`config.mk`:
```
export PLATFORM = sky130hd
export DESIGN_NAME = bin2bcd_seq
export DESIGN_NICKNAME = d
export VERILOG_FILES = /design/src/rtl/bin2bcd_seq.sv
export SDC_FILE = /design/constraint.sdc
export NUM_CORES = 1
export LEC_CHECK = 0
export ABC_AREA = 1
export BUFFER_PORTS_ARGS = -buffer_cell sky130_fd_sc_hd__buf_2
export CAP_MARGIN = 20
export CORE_AREA = 2 2 76 78
export CTS_BUF_LIST = sky130_fd_sc_hd__clkbuf_2 sky130_fd_sc_hd__clkbuf_4 sky130_fd_sc_hd__clkbuf_8
export DETAILED_ROUTE_END_ITERATION = 16
export DIE_AREA = 0 0 78 80
export GPL_TIMING_DRIVEN = 0
export HOLD_SLACK_MARGIN = 0.12
export PLACE_DENSITY = 0.8
export SLEW_MARGIN = 10
export SYNTH_ARGS = -nofsm -noshare
export SYNTH_HDL_FRONTEND = slang
export SYNTH_SLANG_ARGS = --single-unit
```
`constraint.sdc`:
```
create_clock -name clk -period 1.4 [get_ports clk]
set_input_delay 0.35 -clock clk [delete_from_list [all_inputs] [get_ports clk]]
set_output_delay 0.35 -clock clk [all_outputs]
set_load 0.02 [all_outputs]
```
`src/rtl/bin2bcd_seq.sv`:
```
// Sequential binary-to-BCD converter (shift-add-3), one input bit per clock.
// Latency: BIN_W clocks from the accepting edge to the done pulse; ready is low while busy.
// Backpressure: start is ignored while ready=0 (no queuing). Optional macro BIN2BCD_LZ_BLANK_EN adds leading-zero blanking.
module bin2bcd_seq #(
    parameter int BIN_W  = 16,
    parameter int DIGITS = 5
) (
    input  logic                  clk,
    input  logic                  rst_n,
    input  logic                  start,
    input  logic [BIN_W-1:0]      bin,
    output logic                  ready,
    output logic                  done,
    output logic [4*DIGITS-1:0]   bcd,
    output logic [DIGITS-1:0]     blank
);

    // Number of decimal digits needed to hold 2**w - 1.
    function automatic int digits_needed(input int w);
        longint unsigned v;
        int              n;
        v = (64'd1 << w) - 64'd1;
        n = 1;
        while (v >= 64'd10) begin
            v = v / 64'd10;
            n = n + 1;
        end
        return n;
    endfunction

    generate
        if (BIN_W < 1 || BIN_W > 63) begin : g_bad_width
            $error("bin2bcd_seq: BIN_W must be in 1..63");
        end else if (DIGITS < digits_needed(BIN_W)) begin : g_bad_digits
            $error("bin2bcd_seq: DIGITS too small for BIN_W");
        end
    endgenerate

    localparam int CNT_W = $clog2(BIN_W + 1);

    typedef enum logic {
        IDLE  = 1'b0,
        SHIFT = 1'b1
    } state_t;

    state_t                 state;
    logic [BIN_W-1:0]       shreg;
    logic [4*DIGITS-1:0]    scratch;
    logic [4*DIGITS-1:0]    adj;
    logic [4*DIGITS-1:0]    nxt_scratch;
    logic [CNT_W-1:0]       cnt;

    assign ready = (state == IDLE);

    // Add 3 to each digit >= 5, then shift the next binary bit in at the bottom.
    always_comb begin
        adj = scratch;
        for (int i = 0; i < DIGITS; i++) begin
            if (scratch[4*i +: 4] >= 4'd5) begin
                adj[4*i +: 4] = scratch[4*i +: 4] + 4'd3;
            end
        end
        nxt_scratch = (adj << 1) | (4*DIGITS)'(shreg[BIN_W-1]);
    end

    // Conversion FSM: accept, BIN_W shift steps, publish result with a done pulse.
    always_ff @(posedge clk or negedge rst_n) begin
        if (!rst_n) begin
            state   <= IDLE;
            shreg   <= '0;
            scratch <= '0;
            cnt     <= '0;
            bcd     <= '0;
            done    <= 1'b0;
        end else begin
            done <= 1'b0;
            case (state)
                IDLE: begin
                    if (start) begin
                        shreg   <= bin;
                        scratch <= '0;
                        cnt     <= CNT_W'(BIN_W);
                        state   <= SHIFT;
                    end
                end
                SHIFT: begin
                    scratch <= nxt_scratch;
                    shreg   <= shreg << 1;
                    cnt     <= cnt - CNT_W'(1);
                    if (cnt == CNT_W'(1)) begin
                        bcd   <= nxt_scratch;
                        done  <= 1'b1;
                        state <= IDLE;
                    end
                end
                default: state <= IDLE;
            endcase
        end
    end

`ifdef BIN2BCD_LZ_BLANK_EN
    // Value 0 must still show one "0", so digit 0 is never blanked.
    localparam logic [DIGITS-1:0] BLANK_RST = ~(DIGITS'(1));

    logic [DIGITS-1:0] blank_nxt;
    logic              zero_run;

    // A digit is blank when it and every more significant digit are zero.
    always_comb begin
        blank_nxt = '0;
        zero_run  = 1'b1;
        for (int i = DIGITS - 1; i >= 1; i--) begin
            zero_run     = zero_run & (nxt_scratch[4*i +: 4] == 4'd0);
            blank_nxt[i] = zero_run;
        end
    end

    // Blank mask updates together with bcd on the done edge.
    always_ff @(posedge clk or negedge rst_n) begin
        if (!rst_n) begin
            blank <= BLANK_RST;
        end else if (state == SHIFT && cnt == CNT_W'(1)) begin
            blank <= blank_nxt;
        end
    end
`else
    assign blank = '0;
`endif

endmodule

```
# Yosys cells after proc, flatten, opt, wreduce, memory -nomap -nowiden
# Index checks and enable logic that the tools add are counted.
# word_totals
regBits	63
latchBits	0
ramBits	0
mem_bits_ro	0
inputBits	19
output_inout_bits	27
word_cells	38
memories	0
# op_classes
add_sub_neg	6
n_mul	0
div_mod_pow	0
order_cmp	5
eq_ne	2
shift	0
mux	16
n_bitwise	2
n_reduce_logical	1
# ops
cell	n
one-hot mux 20 bit (2 select lines)	1
one-hot mux 16 bit (2 select lines)	1
greater-or-equal comparator 4 x 3 -> 1 bit (second input constant)	5
2-to-1 mux 20 bit	1
OR 20 x 1 -> 20 bit	1
adder 4 x 2 -> 4 bit (second input constant)	4
2-to-1 mux 16 bit	1
2-to-1 mux 4 bit	4
one-hot mux 5 bit (2 select lines)	1
equality test 5 x 1 -> 1 bit (second input constant)	1
2-to-1 mux 5 bit	1
subtractor 5 x 1 -> 5 bit (second input constant)	1
2-to-1 mux 1 bit	4
adder 3 x 2 -> 3 bit (second input constant)	1
2-to-1 mux 3 bit	1
!= test 2 bit (second input constant)	1
one-hot mux 1 bit (2 select lines)	1
AND reduction 2 bit	1
inverter 1 bit	1

# Logic depth before layout (Yosys ltp)
# Gate-level depths: netlist (run 1).
# depth
word_depth	4
depth_mapped	8
depth_no_buf	8

# Worst setup path before layout (run 1)
# Ideal clock, no wire load.
# synth_timing
kind	flip-flop to flip-flop
startpoint	register cnt[1]
endpoint	register bcd[12]
arrival_ns	1.070
required_ns	1.282
path_slack_ns	0.212
stages_incl_launch_ff	9
path_buffers	1
period_less_slack_ns	1.188
path_cell_list	dfrtp_1 > inv_1 > ha_1 > nand2_1 > nor2_2 > inv_2 > buf_2 > nand2_1 > nand2_1
# synth_via
elab_chain_len	2
# synth_rtl
item	line	source
start, declared	51	logic [CNT_W-1:0] cnt;
start signal, assigned	82	cnt <= CNT_W'(BIN_W);
start signal, assigned	89	cnt <= cnt - CNT_W'(1);
equality test 5 x 1 -> 1 bit	90	if (cnt == CNT_W'(1)) begin
AND reduction 2 bit (no source line)	n/a	
end signal, assigned	91	bcd <= nxt_scratch;
end, declared	14	output logic [4*DIGITS-1:0] bcd,
# No other way between the ends.
# A chain may end at the register's enable or synchronous reset.

# Final worst setup path (run 1)
# layout_timing
startpoint	register state
endpoint	output port ready
# layout_via
elab_chain_len	1
# layout_rtl
item	line	source
start, declared	46	state_t state;
start signal, assigned	69	state <= IDLE;
start signal, assigned	83	state <= SHIFT;
start signal, assigned	93	state <= IDLE;
inverter 1 bit	n/a	
end, declared	12	output logic ready,
# No other way between the ends.

==> summary.md, run 1 <==
| Metric | Value |
|---|---|
| Status | finished, final reports clean |
| Io pins | 46 |
| Number of non-filler instances in the completed layout | 516 |
| Hold Path Class | in2reg |
| Startpoint types | flip-flop |
| Int Power | 5.00 mW |
| Clock Tree Root | clkbuf_8 |
| Commonest non-fill, non-tap cell in the layout | nand2_1 |
| Cell Pwr Density | 2300 nW/µm² |
| CTS tree | built |
| Clock Path Buffers | 2 |
| DR WL/cell | about 13 µm |
| Cells after DPL | 487 |
| Crit path from | state |
| Register area share after synthesis | between 50% and 60% |
| All-layer global routing usage | 22.0% |
| WP data required | 1.05 ns |
| Port bufs | 40 |
| Worst Clk Skew | 0.00842 ns |
| CP Class | reg2out |
| Mux share of post-synthesis cell area | 0% |
| Crit. End Element | output pin |
| Area grow syn2layout | 22.9% |
| H-Tree Depth | 3 |
| Nets | between 400 and 500 |
| Pleak | 2.07 nW |
| Antenna fix cells | 0 |
| Simple-gate share of the synthesized area | 27.5% |
| Buffers & Inverters on Critical Path | 3 |
| Most frequent cells in the layout | nand2_1 (144), dfrtp_1 (63), buf_2 (43) |
| FF+latch count, synth | 63 |
| Net Switching | about 3.7 mW |
| Via/cell ratio | 5.19 |
| Pre-CTS setup slack | a little under 0.02 ns |
| Layout cells sized above 1 | between 20% and 30% |
| Synth unique cells | 21 |
| Crit path max-delay family | flip-flops |
| Core Rows | 27 |
| CP Cell Sequence | buf_6, inv_8, buf_6 |
| Routed via count | between 2,000 and 3,000 |
| Worst skew pair latency | 0.34 ns |
| Final WL | 6.49 mm |
| Slowest-stage cell, CP | dfrtp_1 |
| GRT Residual Overflow | 0 |
| Die width | ~78 µm |
| Peak VDD IR | 0.00124 V |
| First-pass GRT wire length | about 11 mm |
| Relative slew slack | 47.8% |
| Sw Ratio | 42.3% |
| Clk pwr share | 17.5% |
| Dpl hpwl | 4.39 mm |
| Final ANT Viol Nets | 0 |
| CTS buffer count | 9 |
| Max Slew Vio Count | 0 |
| Mapped Cells | 371 |
| DIE HEIGHT | 80 µm |
| R2r startpoint | scratch[8] |
| Starting DRT DRC Count | 152 |
| DRC violations left | 0 |
| Num Clock Sinks | 63 |
| Vias in the first global route | between 2,000 and 2,500 |
| Mean Syn Cell Area | 8.27 µm² |
| First drt pass iteration count | 4 |
| Final setup vio count | 0 |
| Worst hold start | bin[6] |
| Largest family of logic cells by synthesized area | simple AND/OR/NAND/NOR gates |
| CP max FO | 5 |
| Xor-xnor portion of the synthesized cell area | 0.285% |
| Synthesized-area fraction occupied by adder cells | under 10% |
| Fin. Hold Viols | 0 |
| Combinational share of power | a little under half |
| Max Clk Rate | 722 MHz |
| Synth Area in Compound Gates | 8.03% |
| Worst slew pin tran | between 0.7 and 0.8 ns |
| Minimum clock period after layout | ~1.4 ns |
| Reg clk slew, reported paths | 0.07 ns |
| Final period utilization | 99.0% |
| Seq pwr share | 36.3% |
| CP dominant cell by count | buf_6 |
| Final GP Congestion | between 0.8 and 0.9 |
| Initial core utilization | between 50% and 60% |
| Slack of the critical path | 0.0141 ns |
| Slowest stage delay, CP | 0.40 ns |
| Maxcap violations | 0 |
| RSZ-0062 raised after global routing | true |
| Post-Syn Area | 3070 µm² |
| Die ar. | 6240 µm² |
| Initial antenna violation count | 0 |
| Yosys warns | 0 |
| Pin count of the biggest net entering global routing | 64 |
| Arrival @ worst endpoint | approximately 1.0 ns |
| Total core area | 5410 µm² |
[logic make-up after synthesis]
family          count (synthesis)
compound gates                 39
fa+ha+maj                      12
simple gates                  204
buf+inv                        51
other cells                     1
flops                          63
xor+xnor                        1
[power groups by stage]
stage               Sequential, mW  Clock [mW]  Combinational (mW)
floorplan                     3.35           0                2.38
global placement              3.13           0                3.37
detailed placement            3.15           0                3.55
CTS                           3.12        1.55                3.64
global route                  3.24        1.64                4.53
finish                        3.14        1.52                4.00
[registers in the layout, summed over array words and instances (netlist names)]
register  cells
done          1
shreg        16
scratch      20
bcd          20
state         1
cnt           5
[path summary, 6_finish.rpt]
kind                                to  slack, ns  cells after the start
min                           shreg[6]       0.21                      3
max                              ready       0.01                      3
min reg2reg                    bcd[14]       0.47                      2
max in group asynchronous    shreg[13]       0.25                      2
min in group asynchronous  scratch[14]       0.62                      2
max reg2reg                 scratch[9]       0.08                      8
[per-stage QoR]
step / util (%) / area, µm² / hold WS (ns) / power, mW / setup TNS [ns]
2_1_floorplan: - / 3080 / 0.0544 / 5.73 / 0
3_3_place_gp: 62.4 / 3370 / 0.458 / 6.50 / -12.59
3_5_place_dp: 62.5 / 3380 / 0.460 / 6.70 / 0
4_1_cts: 67.0 / 3620 / 0.194 / 8.31 / 0
5_1_grt: 69.7 / 3770 / 0.202 / 9.41 / -0.0843
6_report: 69.7 / 3770 / 0.209 / 8.66 / 0
[worst register-to-register path, delay by kind of cell (launching register included)]
family,cells,cell delay [ns]
AND/OR/NAND/NOR,5,0.41
adder cells (fa/ha/maj),1,0.20
buffers and inverters,2,0.18
flip-flops,1,0.42
[synth_stat cells]
library cell	instances	area share, %
nand2_1	148	18
dfrtp_1	63	51
nand3_1	39	6.4
inv_1	33	4.0
o21ai_0	15	2.4
a22oi_1	13	3.2
ha_1	12	4.9
nand4_1	10	2.0
buf_2	8	1.3
buf_4	8	2.0
nor2_1	5	0.61
a21boi_0	4	0.98
o22ai_1	3	0.61
o211ai_1	2	0.49
o21ai_1	2	0.33
buf_6	1	0.37
conb_1	1	0.12
inv_2	1	0.12
nor2_2	1	0.20
nor3_1	1	0.16
xnor2_1	1	0.29
[repair_timing]
| action | in CTS | in global routing |
|---|---|---|
| endpoints found under the setup margin | 1 | 43 |
| gates resized for setup | 8 | 30 |
| hold buffers | 1 | 0 |
| hold endpoints to repair | 51 | 0 |
| buffers inserted | 2 | 10 |
| pin swaps | 0 | 2 |
[final cells by class]
class	count	area (µm²)
clock inverter	2	12.5
timing repair buffer	53	309
multi-input combinational	261	1330
buffer	17	130
sequential	63	1580
inverter	34	135
clock buffer	14	186
tap	72	90.1
fill	450	1640
[routing by layer]
metal | up-vias | GRT usage, % | wire length, µm
met5 | - | 0 | 0
met4 | 0 | 9.82 | 87
met3 | 8 | 5.66 | 308
met2 | 68 | 38.1 | 3280
met1 | 1271 | 25.9 | 2810
li1 | 1330 | - | -
(Power assumes the default switching activity.)
==> run 2, diff against run 1 <==
==> constraint.sdc (replaced) <==
create_clock -name clk -period 1.4 [get_ports clk]
set_input_delay 0.07 -clock clk [delete_from_list [all_inputs] [get_ports clk]]
set_output_delay 0.07 -clock clk [all_outputs]
set_load 0.02 [all_outputs]
==> run 2 against run 1 <==
Flip-flop and latch count unchanged. Final area increased by 2.7%. Via count increased by 3.0%. First-iteration DRC count increased by 18%. Global-route usage increased by 1.8 points. Worst setup slack improved by 0.062 ns. Combinational power decreased by 2%. Clock skew increased by 0.00089 ns. Total power decreased by 0.69%. Die area unchanged. Routed wire length increased by 5.3%. Critical path type unchanged. Largest cell class unchanged. Largest power group unchanged.
==> summary.md, run 2 (synthesis results as in run 1) <==
| Metric | Value |
|---|---|
| Slowest stage delay, CP | 0.42 ns (was 0.40 ns) |
| CTS buffer count | 9 (unchanged) |
| Initial core utilization | 56.8% (unchanged) |
| DIE HEIGHT | 80 µm (unchanged) |
| Minimum clock period after layout | 1.32 ns (was 1.39 ns) |
| Cells after DPL | 487 (unchanged) |
| Max Slew Vio Count | 0 (unchanged) |
| Max Clk Rate | 755 MHz (was 722 MHz) |
| Fin. Hold Viols | 0 (unchanged) |
| Seq. cell area | 1580 µm² (unchanged) |
| All-layer global routing usage | 23.8% (was 22.0%) |
| Via/cell ratio | 5.23 (was 5.19) |
| Pre-CTS setup slack | 0.0194 ns (unchanged) |
| First drt pass iteration count | 4 (unchanged) |
| Die width | 78 µm (unchanged) |
| DRC violations left | 0 (unchanged) |
| Crit path max-delay family | buffers and inverters (was flip-flops) |
| Startpoint types | flip-flop (unchanged) |
| Port bufs | 40 (unchanged) |
| Crit. End Element | output pin (unchanged) |
| WP data required | 1.33 ns (was 1.05 ns) |
| CP Class | reg2out (unchanged) |
| Final setup vio count | 0 (unchanged) |
| Cell Pwr Density | 2220 nW/µm² (was 2300 nW/µm²) |
| Maxcap violations | 0 (unchanged) |
| Worst slew pin tran | 0.783 ns (about the same) |
| Post-DP Area | 3380 µm² (unchanged) |
| Pin count of the biggest net entering global routing | 64 (unchanged) |
| First-pass GRT wire length | 11.4 mm (was 10.6 mm) |
| Initial antenna violation count | 0 (unchanged) |
| Worst skew pair latency | 0.34 ns (about the same) |
| Layout cells sized above 1 | 21.8% (was 23.9%) |
| Total Power | 8.60 mW (was 8.66 mW) |
| Most frequent cells in the layout | nand2_1 (144), dfrtp_1 (63), buf_2 (44) (was nand2_1 (144), dfrtp_1 (63), buf_2 (43)) |
| Commonest non-fill, non-tap cell in the layout | nand2_1 (unchanged) |
| CP max FO | 10 (was 5) |
| Final period utilization | 94.5% (was 99.0%) |
| Reg clk slew, reported paths | 0.07 ns (about the same) |
| GRT Residual Overflow | 0 (unchanged) |
| Dpl hpwl | 4.39 mm (unchanged) |
| Clock Path Buffers | 2 (unchanged) |
| Buffers & Inverters on Critical Path | 3 (unchanged) |
| Arrival @ worst endpoint | 1.25 ns (was 1.04 ns) |
| Die ar. | 6240 µm² (unchanged) |
| Final WL | 6.83 mm (was 6.49 mm) |
| Clock Tree Root | clkbuf_8 (unchanged) |
| Worst Clk Skew | 0.00931 ns (was 0.00842 ns) |
| Core Rows | 27 (unchanged) |
| Largest regs | bcd (20), scratch (20), shreg (16) (unchanged) |
| Nets | 481 (was 470) |
| Routed via count | 2,758 (was 2,677) |
| Number of non-filler instances in the completed layout | 527 (was 516) |
| Area grow syn2layout | 26.2% (was 22.9%) |
| CTS tree | built (unchanged) |
| Pleak | 2.11 nW (was 2.07 nW) |
| Final GP Congestion | 0.897 (unchanged) |
| Slack of the critical path | 0.0763 ns (was 0.0141 ns) |
| Starting DRT DRC Count | 179 (was 152) |
| Total core area | 5410 µm² (unchanged) |
| Peak VDD IR | 0.00130 V (was 0.00124 V) |
| Hold Path Class | in2reg (unchanged) |
| DR WL/cell | 13.0 µm (was 12.6 µm) |
| Antenna fix cells | 0 (unchanged) |
| CP Cell Sequence | clkbuf_4, inv_2, buf_4 (was buf_6, inv_8, buf_6) |
| Multi-input logic area | 1330 µm² (about the same) |
| Cell area after layout | 3870 µm² (was 3770 µm²) |
| H-Tree Depth | 3 (unchanged) |
| Status | finished, final reports clean (unchanged) |
| Num Clock Sinks | 63 (unchanged) |
| Relative slew slack | 47.8% (about the same) |
| Vias in the first global route | 2,616 (was 2,436) |
| Final ANT Viol Nets | 0 (unchanged) |
| FILL cells | 428 (was 450) |
| Slowest-stage cell, CP | dfrtp_1 (unchanged) |
| Io pins | 46 (unchanged) |
[run 2: final timing paths]
path | from | slack [ns] | endpoint | depth (start not counted)
worst max-delay path | state | 0.08 | ready | 3
min in group asynchronous | rst_n | 0.35 | scratch[14] | 2
worst max register to register | scratch[8] | 0.08 | scratch[9] | 8
worst min-delay path | start | 0.16 | shreg[3] | 5
worst min register to register | bcd[14] | 0.47 | bcd[14] | 2
max in group asynchronous | rst_n | 0.53 | bcd[8] | 2
[run 2: power by group]
part | internal [mW] | leakage, nW | switching (mW) | total (mW)
logic | 1.50 | 1.22 | 2.43 | 3.93
registers | 2.60 | 0.796 | 0.544 | 3.15
clock network | 0.853 | 0.102 | 0.669 | 1.52
total | 4.95 | 2.11 | 3.64 | 8.60
[run 2: layout make-up]
cell class | instances | area share (%)
Buffer | 17 | 3.20
Clock buffer | 14 | 4.81
Multi-Input combinational cell | 261 | 34.3
Inverter | 34 | 3.30
Clock inverter | 2 | 0.323
Sequential cell | 63 | 40.7
Tap cell | 72 | 2.33
Timing Repair Buffer | 64 | 11.1
[run 2: timing repair]
| item | 4_1_cts | 5_1_grt |
|---|---|---|
| resized for setup | 1 | 29 |
| setup buffers | 0 | 7 |
| endpoints found under the hold margin | 79 | 0 |
| endpoints found under the setup margin | 1 | 37 |
| hold buffers | 17 | 0 |
| pin swaps | 0 | 2 |
[run 2: stage by stage]
step	setup TNS (ns)	util, %	hold WS (ns)
2_1_floorplan	0	-	-0.226
3_3_place_gp	0	62.4	0.271
3_5_place_dp	0	62.5	0.198
4_1_cts	0	69.3	0.151
5_1_grt	-0.0524	71.6	0.171
6_report	0	71.6	0.157
[run 2: tightest hold or removal path, stage by stage]
cell and delay (ns):
buf_2 0.11, inv_1 0.08, nor2_2 0.08, nand2_1 0.07
nand2_1 0.05
[run 2: layer usage]
layer | GRT usage (%) | wire length, µm
met1 | 27.4 | 2870
met2 | 41.6 | 3560
met3 | 6.00 | 264
met4 | 11.2 | 142
met5 | 0 | 0
==> run 3, diff against run 2 <==
--- a/config.mk
+++ b/config.mk
@@ -5,13 +5,13 @@
 export SDC_FILE = /design/constraint.sdc
 export NUM_CORES = 1
 export LEC_CHECK = 0
-export ABC_AREA = 1
+export ABC_AREA = 0
 export BUFFER_PORTS_ARGS = -buffer_cell sky130_fd_sc_hd__buf_2
 export CAP_MARGIN = 20
-export CORE_AREA = 2 2 76 78
+export CORE_AREA = 3 3 77 79
 export CTS_BUF_LIST = sky130_fd_sc_hd__clkbuf_2 sky130_fd_sc_hd__clkbuf_4 sky130_fd_sc_hd__clkbuf_8
 export DETAILED_ROUTE_END_ITERATION = 16
-export DIE_AREA = 0 0 78 80
+export DIE_AREA = 0 0 80 82
 export GPL_TIMING_DRIVEN = 0
 export HOLD_SLACK_MARGIN = 0.12
 export PLACE_DENSITY = 0.8
==> run 3 against run 2 <==
The run now ends with setup timing left. Synthesized cell count shrank 22%. Combinational power rose by 35%. Sequential power increased by 7.3%. Highest routed layer unchanged. Largest cell class is now multi-input gates. Register-to-register slack got worse by 0.19 ns.
==> summary.md, run 3 <==
| Metric | Value |
|---|---|
| Top routing layer used | met4 (unchanged) |
| Synthesized-area fraction occupied by adder cells | 4.86% (was 4.89%) |
| Dpl hpwl | 4.35 mm (was 4.39 mm) |
| Synth area leaders | dfrtp_1 (51%), mux2i_1 (6.5%), nand2_1 (5.0%) (was dfrtp_1 (51%), nand2_1 (18%), nand3_1 (6.4%)) |
| Top FF cell, synth | dfrtp_1 (unchanged) |
| Post-synth EDFFs | 0 (unchanged) |
| WL met1 | 3.37 mm (was 2.87 mm) |
| Total core area | 5410 µm² (unchanged) |
| Yosys warns | 0 (unchanged) |
| Initial antenna violation count | 0 (unchanged) |
| Nets | 418 (was 481) |
| CP max FO | 3 (was 10) |
| Crit. End Element | flip-flop (was output pin) |
| First-pass GRT wire length | 12.5 mm (was 11.4 mm) |
| Clock Path Buffers | 2 (unchanged) |
| Peak VDD IR | 0.00136 V (was 0.00130 V) |
| Final setup vio count | 13 (was 0) |
| WL met2 | 4.28 mm (was 3.56 mm) |
| Largest family of logic cells by synthesized area | compound AO/OA/AOI/OAI gates (was simple AND/OR/NAND/NOR gates) |
| Status | complete, but fails checks (was finished, final reports clean) |
| Initial core utilization | 57.2% (was 56.8%) |
| Max Clk Rate | 661 MHz (was 755 MHz) |
| Share of the synthesized area in the top cell type | 51.0% (was 51.4%) |
| Failing checks | setup timing |
| Reg clk slew, reported paths | 0.07 ns (about the same) |
| Pre-CTS setup slack | -0.103 ns (was 0.0194 ns) |
| Antenna fix cells | 0 (unchanged) |
| Mean Syn Cell Area | 10.6 µm² (was 8.27 µm²) |
| Clock Tree Root | clkbuf_8 (unchanged) |
| Slack of the critical path | -0.113 ns (was 0.0763 ns) |
| Minimum clock period after layout | 1.51 ns (was 1.32 ns) |
| Synth unique cells | 31 (was 21) |
| Area grow syn2layout | 39.2% (was 26.2%) |
| DRC violations left | 0 (unchanged) |
| Num Clock Sinks | 63 (unchanged) |
| FILL cells | 318 (was 428) |
| Most frequent cells in the layout | dfrtp_1 (59), buf_2 (47), nand2_1 (41) (was nand2_1 (144), dfrtp_1 (63), buf_2 (44)) |
| Post-Syn Area | 3090 µm² (was 3070 µm²) |
| WP data required | 1.64 ns (was 1.33 ns) |
| Io pins | 46 (unchanged) |
| Worst skew pair latency | 0.35 ns (was 0.34 ns) |
| H-Tree Depth | 3 (unchanged) |
| Most frequent cell after synthesis | dfrtp_1 (was nand2_1) |
| Cell Pwr Density | 2410 nW/µm² (was 2220 nW/µm²) |
| Worst slew pin tran | 0.792 ns (was 0.783 ns) |
| Die width | 80 µm (was 78 µm) |
| Startpoint types | flip-flop (unchanged) |
| Asr flop ratio synth | 100% (unchanged) |
| Simple-gate share of the synthesized area | 11.7% (was 27.5%) |
| All-layer global routing usage | 25.6% (was 23.8%) |
| CTS buffer count | 9 (unchanged) |
| Post-synth top area cell | dfrtp_1 (unchanged) |
| Pleak | 2.01 nW (was 2.11 nW) |
| Register area share after synthesis | 51.0% (was 51.4%) |
| CTS tree | built (unchanged) |
| DIE HEIGHT | 82 µm (was 80 µm) |
| Final TNS setup | -0.566 ns (was 0 ns) |
| CP Class | reg2reg (was reg2out) |
| Arrival @ worst endpoint | 1.75 ns (was 1.25 ns) |
| Vias in the first global route | 2,499 (was 2,616) |
| First drt pass iteration count | 4 (unchanged) |
| Max Slew Vio Count | 0 (unchanged) |
| Fin. Hold Viols | 0 (unchanged) |
| Final GP Congestion | 0.851 (was 0.897) |
| Die ar. | 6560 µm² (was 6240 µm²) |
| Xor-xnor portion of the synthesized cell area | 2.27% (was 0.285%) |
| Core Rows | 27 (unchanged) |
| FF+latch count, synth | 63 (unchanged) |
| Commonest non-fill, non-tap cell in the layout | dfrtp_1 (was nand2_1) |
| DR WL met3 | 394 µm (was 264 µm) |
| Hold Path Class | in2async (was in2reg) |
| GRT Residual Overflow | 0 (unchanged) |
| Final ANT Viol Nets | 0 (unchanged) |
| Largest regs | bcd (20), scratch (20), shreg (16) (unchanged) |
| Synth Area in Compound Gates | 13.2% (was 8.03%) |
| RSZ-0062 raised after global routing | true |
| Post-synth top cells | dfrtp_1 (63), nand2_1 (41), o21ai_0 (21) (was nand2_1 (148), dfrtp_1 (63), nand3_1 (39)) |
| Via/cell ratio | 5.54 (was 5.23) |
| Pin count of the biggest net entering global routing | 64 (unchanged) |
| Final WL | 8.35 mm (was 6.83 mm) |
| Worst Clk Skew | 0.00726 ns (was 0.00931 ns) |
| DR WL/cell | 18.0 µm (was 13.0 µm) |
| Port bufs | 39 (was 40) |
| Layout cells sized above 1 | 41.6% (was 21.8%) |
| Final period utilization | 108% (was 94.5%) |
| Total Power | 10.4 mW (was 8.60 mW) |
| Relative slew slack | 47.2% (was 47.8%) |
| Mux share of post-synthesis cell area | 11.1% (was 0%) |
| Maxcap violations | 0 (unchanged) |
| Starting DRT DRC Count | 238 (was 179) |
| Mapped Cells | 291 (was 371) |
| Routed via count | 2,570 (was 2,758) |
-- run 3: cell count changes after synthesis, sizes merged, moves of 12 or more --
cell   previous run  this run
mux2i             0        20
a21oi             0        16
nand2           148        41
a22oi            13         0
nand3            39         0
inv              34        14
nor3b             0        12
o21ai            17        31
-- run 3: kinds of logic after synthesis --
family                     count (synthesis)
and+or+nand+nor                           72
AOI/OAI and AO/OA                         70
DFF                                       63
buffers and inverters                     35
muxes                                     30
adders and majority gates                 12
xor gates and xnor gates                   8
other                                      1
-- run 3: final timing paths --
kind / slack [ns] / end / depth (start not counted) / startpoint
max in group asynchronous: 0.48 / scratch[0] / 2 / rst_n
setup reg to reg: -0.11 / bcd[9] / 6 / scratch[9]
setup / recovery: -0.11 / bcd[9] / 6 / scratch[9]
hold / removal: 0.34 / bcd[15] / 2 / rst_n
hold reg to reg: 0.47 / bcd[15] / 2 / bcd[15]
min in group clk: 0.47 / bcd[15] / 2 / bcd[15]
-- run 3: metrics by stage --
stage               hold slack [ns]  cell area, µm²  utilization, %  cells
floorplan                    -0.226            3130               -    295
global placement              0.323            3420            63.2    406
detailed placement            0.201            3420            63.3    406
CTS                           0.373            4140            76.7    456
global route                  0.412            4300            79.6    464
finish                        0.344            4300            79.6    464
-- run 3: final cells by class --
| cell class | count | area (µm²) | share of cell area, % |
|---|---|---|---|
| clock inverters | 2 | 37.5 | 0.872 |
| multi-input cells | 197 | 1630 | 37.8 |
| well taps | 72 | 90.1 | 2.09 |
| plain buffers | 19 | 128 | 2.97 |
| clock buffers | 14 | 180 | 4.19 |
| inverters | 15 | 73.8 | 1.72 |
| repair inverters | 1 | 8.76 | 0.203 |
| flip-flops and latches | 63 | 1580 | 36.7 |
| repair buffers | 81 | 578 | 13.4 |
-- run 3: timing repair --
action / 4_1_cts / 5_1_grt
gates resized for setup: 44 / 32
endpoints found under the setup margin: 22 / 33
hold buffers: 18 / 0
hold endpoints to repair: 81 / 0
setup buffers: 15 / 9
cloned: 1 / 1
pin swaps: 10 / 10
-- run 3: worst max-delay path: stages (launching register included) --
cell and delay, ns:
dfrtp_1 0.41, inv_2 0.10, ha_4 0.18, nand2b_4 0.15, a21oi_4 0.16, xnor2_1 0.13
mux2_4 0.27
-- run 3: report_power, final --
part           leakage, nW  switching (mW)  internal, mW  total [mW]
Sequential           0.798           0.761          2.62        3.38
Combinational         1.10            2.69          2.60        5.29
Clock                0.110           0.701          1.01        1.71
-- run 3: layer usage --
metal / global-route usage, % / up-vias
met5: 0 / -
met2: 44.0 / 96
met1: 31.4 / 1265
met3: 4.39 / 26
li1: - / 1183
met4: 12.3 / 0
